`config.mk`:
```
export PLATFORM = sky130hd
export DESIGN_NAME = digit_scan_ctrl
export DESIGN_NICKNAME = d
export VERILOG_FILES = /design/src/rtl/digit_scan_ctrl.sv
export SDC_FILE = /design/constraint.sdc
export NUM_CORES = 1
export LEC_CHECK = 0
export CAP_MARGIN = 10
export CORE_UTILIZATION = 52
export CTS_BUF_LIST = sky130_fd_sc_hd__clkbuf_4
export DETAILED_ROUTE_END_ITERATION = 8
export GPL_TIMING_DRIVEN = 0
export PLACE_DENSITY = 0.74
export SYNTH_ARGS = -nofsm -noshare
export SYNTH_HDL_FRONTEND = slang
export SYNTH_SLANG_ARGS = --single-unit
```
`constraint.sdc`:
```
create_clock -name clk -period 1.9 [get_ports clk]
set_clock_uncertainty 0.1 [all_clocks]
set_input_delay 0.19 -clock clk [delete_from_list [all_inputs] [get_ports clk]]
set_output_delay 0.19 -clock clk [all_outputs]
set_load 0.01 [all_outputs]
```
`src/rtl/digit_scan_ctrl.sv`:
```
// Scan controller for a 4-digit common-anode 7-segment display with a double-buffered value.
// Optional feature macro: LEADING_ZERO_BLANK_EN (blank leading zero digits 3..1).
module digit_scan_ctrl #(
  parameter int REFRESH_DIV = 100000
) (
  input  logic        clk,
  input  logic        rst_n,
  input  logic        load,
  input  logic [15:0] value,
  output logic [3:0]  sel,
  output logic [3:0]  an,
  output logic        pending,
  output logic        frame
);

  localparam int CNT_W = $clog2(REFRESH_DIV);
  localparam logic [CNT_W-1:0] CNT_LAST = CNT_W'(REFRESH_DIV - 1);

  logic [CNT_W-1:0] div_cnt_q, div_cnt_d;
  logic [1:0]       idx_q, idx_d;
  logic [15:0]      shadow_q, shadow_d;
  logic [15:0]      disp_q, disp_d;
  logic             pending_q, pending_d;
  logic             frame_q, frame_d;
  logic [3:0]       sel_q, sel_d;
  logic [3:0]       an_q, an_d;

  logic             slot_last;
  logic             commit;
  logic [3:0]       digit_on;
  logic [3:0]       blank_mask;

  always_comb begin
    slot_last = (div_cnt_q == CNT_LAST);
    commit    = slot_last && (idx_q == 2'd3);
    digit_on  = 4'b0001 << idx_q;

`ifdef LEADING_ZERO_BLANK_EN
    // Blanking follows disp, so it can only change at a commit.
    blank_mask = {(disp_q[15:12] == 4'h0),
                  (disp_q[15:8]  == 8'h00),
                  (disp_q[15:4]  == 12'h000),
                  1'b0};
`else
    blank_mask = 4'b0000;
`endif

    div_cnt_d = slot_last ? '0 : div_cnt_q + 1'b1;
    idx_d     = slot_last ? idx_q + 2'd1 : idx_q;
    shadow_d  = load ? value : shadow_q;
    // disp takes the shadow as it was before this edge, even when a load coincides.
    disp_d    = commit ? shadow_q : disp_q;
    if (load) begin
      pending_d = 1'b1;
    end else if (commit) begin
      pending_d = 1'b0;
    end else begin
      pending_d = pending_q;
    end
    frame_d = commit;
    sel_d   = disp_q[{idx_q, 2'b00} +: 4];
    an_d    = slot_last ? 4'b1111 : (~digit_on | blank_mask);
  end

  always_ff @(posedge clk or negedge rst_n) begin
    if (!rst_n) begin
      div_cnt_q <= '0;
      idx_q     <= 2'd0;
      shadow_q  <= 16'h0000;
      disp_q    <= 16'h0000;
      pending_q <= 1'b0;
      frame_q   <= 1'b0;
      sel_q     <= 4'h0;
      an_q      <= 4'b1111;
    end else begin
      div_cnt_q <= div_cnt_d;
      idx_q     <= idx_d;
      shadow_q  <= shadow_d;
      disp_q    <= disp_d;
      pending_q <= pending_d;
      frame_q   <= frame_d;
      sel_q     <= sel_d;
      an_q      <= an_d;
    end
  end

  assign sel     = sel_q;
  assign an      = an_q;
  assign pending = pending_q;
  assign frame   = frame_q;

endmodule
```
==> summary.md, run 1 <==
| Metric | Value |
|---|---|
| Leak | `1.457 nW` |
| Diode count | `0` |
| Clock Pin Slew Worst Setup and Hold Paths | `0.09 ns` |
| Die width | `73.36 um` |
| Synthesis-to-finish area growth | `22.83%` |
| Slowest library cell on the worst path | `dfrtp_1` |
| Slew HR | `0.5843` |
| Vias in the first global route | `1658` |
| CP required | `2.06 ns` |
| Core Util, Final | `0.6751` |
| Worst reg2reg path endpoint | `disp_q[11]` |
| Cell depth of the worst setup path | `5` |
| #FFs+latches synth | `61` |
| Initial Utilization | `0.5496` |
| GRT Overall Usage | `0.2021` |
| Wire length per cell | `15.43 um` |
| Bufs on Longest Clock Path | `2` |
| Failing checks | `negative setup slack` |
| Arr. time, crit path | `2.09 ns` |
| Critical path class | `register to register` |
| Crit path cell chain | `nor4_4, nand4_4, nor2_8, clkbuf_16, mux2_4` |
| R2R depth | `5` |
| DIE AREA | `5381 um2` |
| DRT met1 WL | `1944 um` |
| Remaining DRCs | `0` |
| Dpl cell area | `3023 um2` |
| RSZ-0062 raised after global routing | `yes` |
| Fraction of the cycle the final worst path needs | `1.013` |
| Syn Nets | `203` |
| Final GP Congestion | `0.8328` |
| Core area | `4817 um2` |
| Routed wire length | `4629 um` |
| DR iter-0 viols | `86` |
| Root buffer cell | `clkbuf_4` |
| Worst Tran Pin Value | `0.6236 ns` |
| Num CTS Buffers | `9` |
| 1st-pass router iterations | `5` |
| Largest net degree at the start of global routing | `35` |
| Fin area | `3252 um2` |
| CP Max Fanout | `7` |
| Fmax | `0.5197 GHz` |
| Metal3 WL | `136 um` |
| IR Drop Worst-Case VDD | `0.4488 mV` |
| CTS tree | `built` |
| Fillers | `366` |
| Final Hold Fails | `0` |
| Clk_lat worst skew | `0.38 ns` |
| Number of distinct library cells after synthesis | `31` |
| Max Slew Vio Count | `0` |
| Syn avg cell area | `14.79 um2` |
| Worst setup EP type | `register` |
| Met2 wire length | `2453 um` |
| Reg2Reg Setup Slack | `-0.02 ns` |
| Minimum clock period | `1.924 ns` |
| Via/cell ratio | `5.253` |
| DP HPWL | `3196 um` |
| GRT overflow | `0` |
| Global-route wire length before repair | `7810 um` |
| Nets@finish | `253` |
| Synth area leader | `dfrtp_1` |
| CTS Sinks | `61` |
| I/O pins | `29` |
| H-tree levels | `3` |
| Final cell count without fillers | `300` |
| Worst r2r src | `div_cnt_q[12]` |
| Setup violators final | `11` |
| Layout cells sized above 1 | `0.3305` |
| Sequential share of the synthesized area | `0.5784` |
| Setup WS pre-CTS | `-0.2044 ns` |
| CP peak stage delay | `0.49 ns` |
| Port-buffer cells | `27` |
| Placed Cells | `274` |
| Initial antenna violation count | `0` |
| Final setup margin | `-0.02422 ns` |
| Row Count | `25` |
| Synth area leaders | `dfrtp_1, mux2_2, mux2_4, dfstp_2, mux4_2` |
| Power Density | `662.1 nW/um2` |
| Power, Total | `2.153 mW` |
| Status | `finished, violations left` |
| YS warnings | `0` |
| # Max-Cap Violations | `0` |
| Critical path buffers and inverters | `1` |
| Synth Instances | `179` |
| Total number of vias | `1576` |
| HP Class | `input pin to async pin` |
| Syn Std Cell Area | `2648 um2` |
| Type of origin of the critical path | `register` |
| Max Used Layer | `met4` |
| Antenna Violating Nets Remaining | `0` |
| Crit path max-delay family | `simple AND/OR/NAND/NOR gates` |
| Top cell type's share of synthesized area | `0.5388` |
| Overall die height | `73.36 um` |
-- registers in the layout, indices dropped and copies added (netlist names) --
register / cells
an: 4
disp_q: 16
div_cnt_q: 17
frame: 1
idx_q: 2
pending: 1
sel: 4
shadow_q: 16
-- Yosys cell counts --
cell type  number
xor2_1          7
nand2_1         5
or4_1           1
and2_1          1
buf_12          1
clkbuf_1        3
and2_2          1
dfrtp_1        57
mux2_2         24
nor2_1         10
o21bai_1        1
mux2_4          9
xnor2_1         9
nor3_1          1
nand4_4         1
nor4_1          3
nor4_4          1
nand4b_1        1
and4_1          4
buf_6           1
nor2_8          1
nand4_1         9
nand3_1         6
ha_1            5
buf_4           2
and4_2          1
nor3_2          1
dfstp_2         4
mux4_2          4
inv_1           4
nor4b_4         1
-- cell type report --
class / count / area [um2] / share of cell area
Inverter: 4 / 15.01 / 0.004617
Clock buffer: 11 / 82.58 / 0.02539
Clock inverter: 4 / 16.27 / 0.005002
Buffer: 6 / 53.80 / 0.01654
Timing Repair Buffer: 40 / 399.1 / 0.1227
Multi-Input combinational cell: 107 / 1070 / 0.3290
Tap cell: 67 / 83.83 / 0.02578
Sequential cell: 61 / 1531 / 0.4710
-- cells by family (layout without fill, tap and decap cells) --
kind of cell               Yosys count  in the layout  synth area share
DFF                                 61             61            0.5785
xor gates and xnor gates            16             16           0.05293
adders and majority gates            5              5           0.02363
and+or+nand+nor                     48             48            0.1276
muxes                               37             37            0.1871
buffers and inverters               11             65           0.02741
AOI/OAI and AO/OA                    1              1          0.002837
-- routing by layer --
| layer | up-vias | global-route usage |
|---|---|---|
| met5 | - | 0 |
| met4 | 0 | 0.09188 |
| met3 | 9 | 0.07133 |
| met2 | 32 | 0.3302 |
| met1 | 795 | 0.2412 |
| li1 | 740 | - |
-- power breakdown --
group,switching (mW),total [mW],internal [mW]
Combinational,0.0445,0.111,0.0666
Clock,0.414,0.692,0.278
Sequential,0.0185,1.35,1.33
-- worst max path at each step --
stage	startpoint	end
5_1_grt	div_cnt_q[1]	disp_q[0]
3_5_place_dp	div_cnt_q[0]	disp_q[14]
4_1_cts	div_cnt_q[5]	disp_q[13]
2_1_floorplan	div_cnt_q[0]	disp_q[10]
3_3_place_gp	rst_n	pending
6_report	div_cnt_q[12]	disp_q[11]
-- cells in the final DEF, fill, tap and decap left out, types with 4 or more instances in the layout --
master	count
and4_1	4
buf_4	9
clkbuf_4	11
clkdlybuf4s50_1	26
dfrtp_1	57
dfstp_2	4
ha_1	4
inv_1	4
mux2_2	22
mux2_4	11
mux4_2	4
nand2_1	5
nand3_1	6
nand4_1	9
nor2_1	10
xnor2_1	9
xor2_1	7
-- metrics by stage --
step,setup TNS [ns],hold WS (ns)
final,-0.1852,0.2551
after global routing,-1.126,0.2563
after CTS,-0.04793,0.2233
after detailed placement,-2.350,0.1454
after global placement,-75.04,0.3843
after floorplan,-0.07382,-0.2056
-- what timing repair did --
item | 4_1_cts | 5_1_grt
resized for setup | 2 | 3
pin swaps | 1 | 5
setup buffers | 7 | 3
endpoints found under the hold margin | 27 | 0
setup endpoints to repair | 19 | 24
hold buffers | 1 | 0
cloned | 0 | 1
Power figures use the tool's default switching activity.
==> inputs of run 2 (changes only) <==
PLACE_DENSITY = 0.78   (was 0.74)
==> run 2 against run 1 <==
Compared with the run above:
- the flow still finishes with violations (negative setup slack)
- global-route usage up 0.69 points
- core utilization is 2.9 points higher
- clock power is 65% higher
- sequential share of layout area fell by 1.9 points
- non-clock buffer count up 3
- sequential power barely moved
- setup slack better by 0.020 ns
- die area unchanged
- largest power group unchanged
==> summary.md, run 2 (same netlist as run 1, synthesis figures left out) <==
| Metric | Value |
|---|---|
| CTS tree | `built` |
| Row Count | `25` |
| CTS Sinks | `61` |
| Initial Utilization | `0.5496` |
| Synthesis-to-finish area growth | `28.07%` |
| Fin area | `3391 um2` |
| CP required | `2.08 ns` |
| WHS | `0.2695 ns` |
| Num CTS Buffers | `9` |
| I/O pins | `29` |
| Worst reg2reg path endpoint | `disp_q[11]` |
| Power, Total | `2.597 mW` |
| Wire length per cell | `15.24 um` |
| Critical path buffers and inverters | `2` |
| Clk_lat worst skew | `0.39 ns` |
| Setup violators final | `2` |
| Slew HR | `0.5369` |
| Worst Min Path Start | `load` |
| Failing checks | `negative setup slack` |
| Biggest regs | `div_cnt_q (17), disp_q (16), shadow_q (16)` |
| Critical Path Source | `div_cnt_q[1]` |
| Met2 wire length | `2370 um` |
| CP Max Fanout | `5` |
| RSZ-0062 raised after global routing | `yes` |
| Max Used Layer | `met4` |
| H-tree levels | `3` |
| Core area | `4817 um2` |
| Minimum clock period | `1.904 ns` |
| Arr. time, crit path | `2.08 ns` |
| WHS Endpoint | `shadow_q[1]` |
| R2R depth | `7` |
| DR iter-0 viols | `80` |
| Metal3 WL | `121 um` |
| Final GP Congestion | `0.8159` |
| Via/cell ratio | `5.191` |
| Fmax | `0.5252 GHz` |
| Final Hold Fails | `0` |
| Vias in the first global route | `1679` |
| Diode count | `0` |
| Max FFs per register | `17` |
| Remaining DRCs | `0` |
| IR Drop Worst-Case VDD | `0.5274 mV` |
| Total number of vias | `1578` |
| Setup TNS | `-0.005094 ns` |
| Hold depth | `2` |
| Worst r2r src | `div_cnt_q[1]` |
| DRT met1 WL | `2046 um` |
| DP HPWL | `3101 um` |
| Initial antenna violation count | `0` |
| Dpl cell area | `3023 um2` |
| Status | `finished, violations left` |
| Worst Tran Pin Value | `0.6947 ns` |
| Clock Pin Slew Worst Setup and Hold Paths | `0.10 ns` |
| Crit path cell chain | `ha_4, and4_1, buf_6, nand4_4, nor2_8, clkbuf_16, mux2_4` |
| Die width | `73.36 um` |
| Bufs on Longest Clock Path | `2` |
| Crit path max-delay family | `simple AND/OR/NAND/NOR gates` |
| Commonest non-fill, non-tap cells in the layout | `dfrtp_1, clkdlybuf4s50_1, mux2_2, mux2_4` |
| Largest net degree at the start of global routing | `32` |
| Routed wire length | `4632 um` |
| Cell depth of the worst setup path | `7` |
| # Max-Cap Violations | `0` |
| Reg2Reg Setup Slack | `-0.004 ns` |
| GRT overflow | `0` |
| Placed Cells | `274` |
| Root buffer cell | `clkbuf_4` |
| Fillers | `344` |
| Power Density | `765.8 nW/um2` |
| Final cell count without fillers | `304` |
| Overall die height | `73.36 um` |
| GRT Overall Usage | `0.2090` |
| Fraction of the cycle the final worst path needs | `1.002` |
| Final setup margin | `-0.004027 ns` |
| DIE AREA | `5381 um2` |
| Slowest library cell on the worst path | `dfrtp_1` |
| Nets@finish | `256` |
| Critical path class | `register to register` |
| Antenna Violating Nets Remaining | `0` |
| CP peak stage delay | `0.41 ns` |
| Layout cells sized above 1 | `0.3544` |
| Largest register by flop count | `div_cnt_q` |
| Worst setup EP type | `register` |
| Port-buffer cells | `27` |
| 1st-pass router iterations | `4` |
| Max Slew Vio Count | `0` |
| Global-route wire length before repair | `8176 um` |
| HP Class | `input pin to register` |
| Commonest non-fill, non-tap cell in the layout | `dfrtp_1` |
| Leak | `1.522 nW` |
| Type of origin of the critical path | `register` |
run 2: cell types whose count changed in the layout (fill, tap and decap cells not counted), sizes merged:
cell / delta
clkinv: -2
bufinv: +3
buf: +3
run 2: worst max-delay path by stage:
| stage | end | slack, ns |
|---|---|---|
| final | disp_q[11] | -0.004 |
| after global routing | disp_q[11] | -0.06 |
| after CTS | disp_q[9] | -0.004 |
| after detailed placement | disp_q[6] | -0.21 |
| after global placement | shadow_q[10] | -1.23 |
| after floorplan | disp_q[10] | -0.008 |
run 2: timing repair:
action                                  4_1_cts  5_1_grt
gates resized for setup                       3        5
pin swaps                                     1        3
buffers inserted                              5        8
endpoints found under the setup margin       24       17
endpoints found under the hold margin        30        0
cloned                                        0        1
hold buffers                                  1        0
run 2: power by group:
group	total (mW)	leakage, nW	switching (mW)	internal [mW]
registers	1.35	0.781	0.0188	1.33
logic	0.111	0.643	0.0441	0.0667
clock network	1.14	0.0985	0.444	0.691
run 2: metrics by stage:
step             util  setup slack (ns)
2_1_floorplan       -         -0.008203
3_3_place_gp   0.6244            -1.227
3_5_place_dp   0.6275           -0.2102
4_1_cts        0.6797         -0.004040
5_1_grt        0.7039          -0.06475
6_report       0.7039         -0.004027
run 2: layer usage:
layer  track usage  vias up
met2        0.3385       28
met1        0.2680      794
met5             0        -
met4        0.1154        0
li1              -      746
met3       0.03704       10
run 2: cell type report:
cell class	instances	area, um2	share of cell area
buffer	6	53.80	0.01587
clock buffer	11	82.58	0.02435
clock inverter	5	98.84	0.02915
inverter	4	15.01	0.004428
multi-input combinational	107	1081	0.3188
sequential	61	1533	0.4520
tap	67	83.83	0.02472
timing repair buffer	43	442.9	0.1306
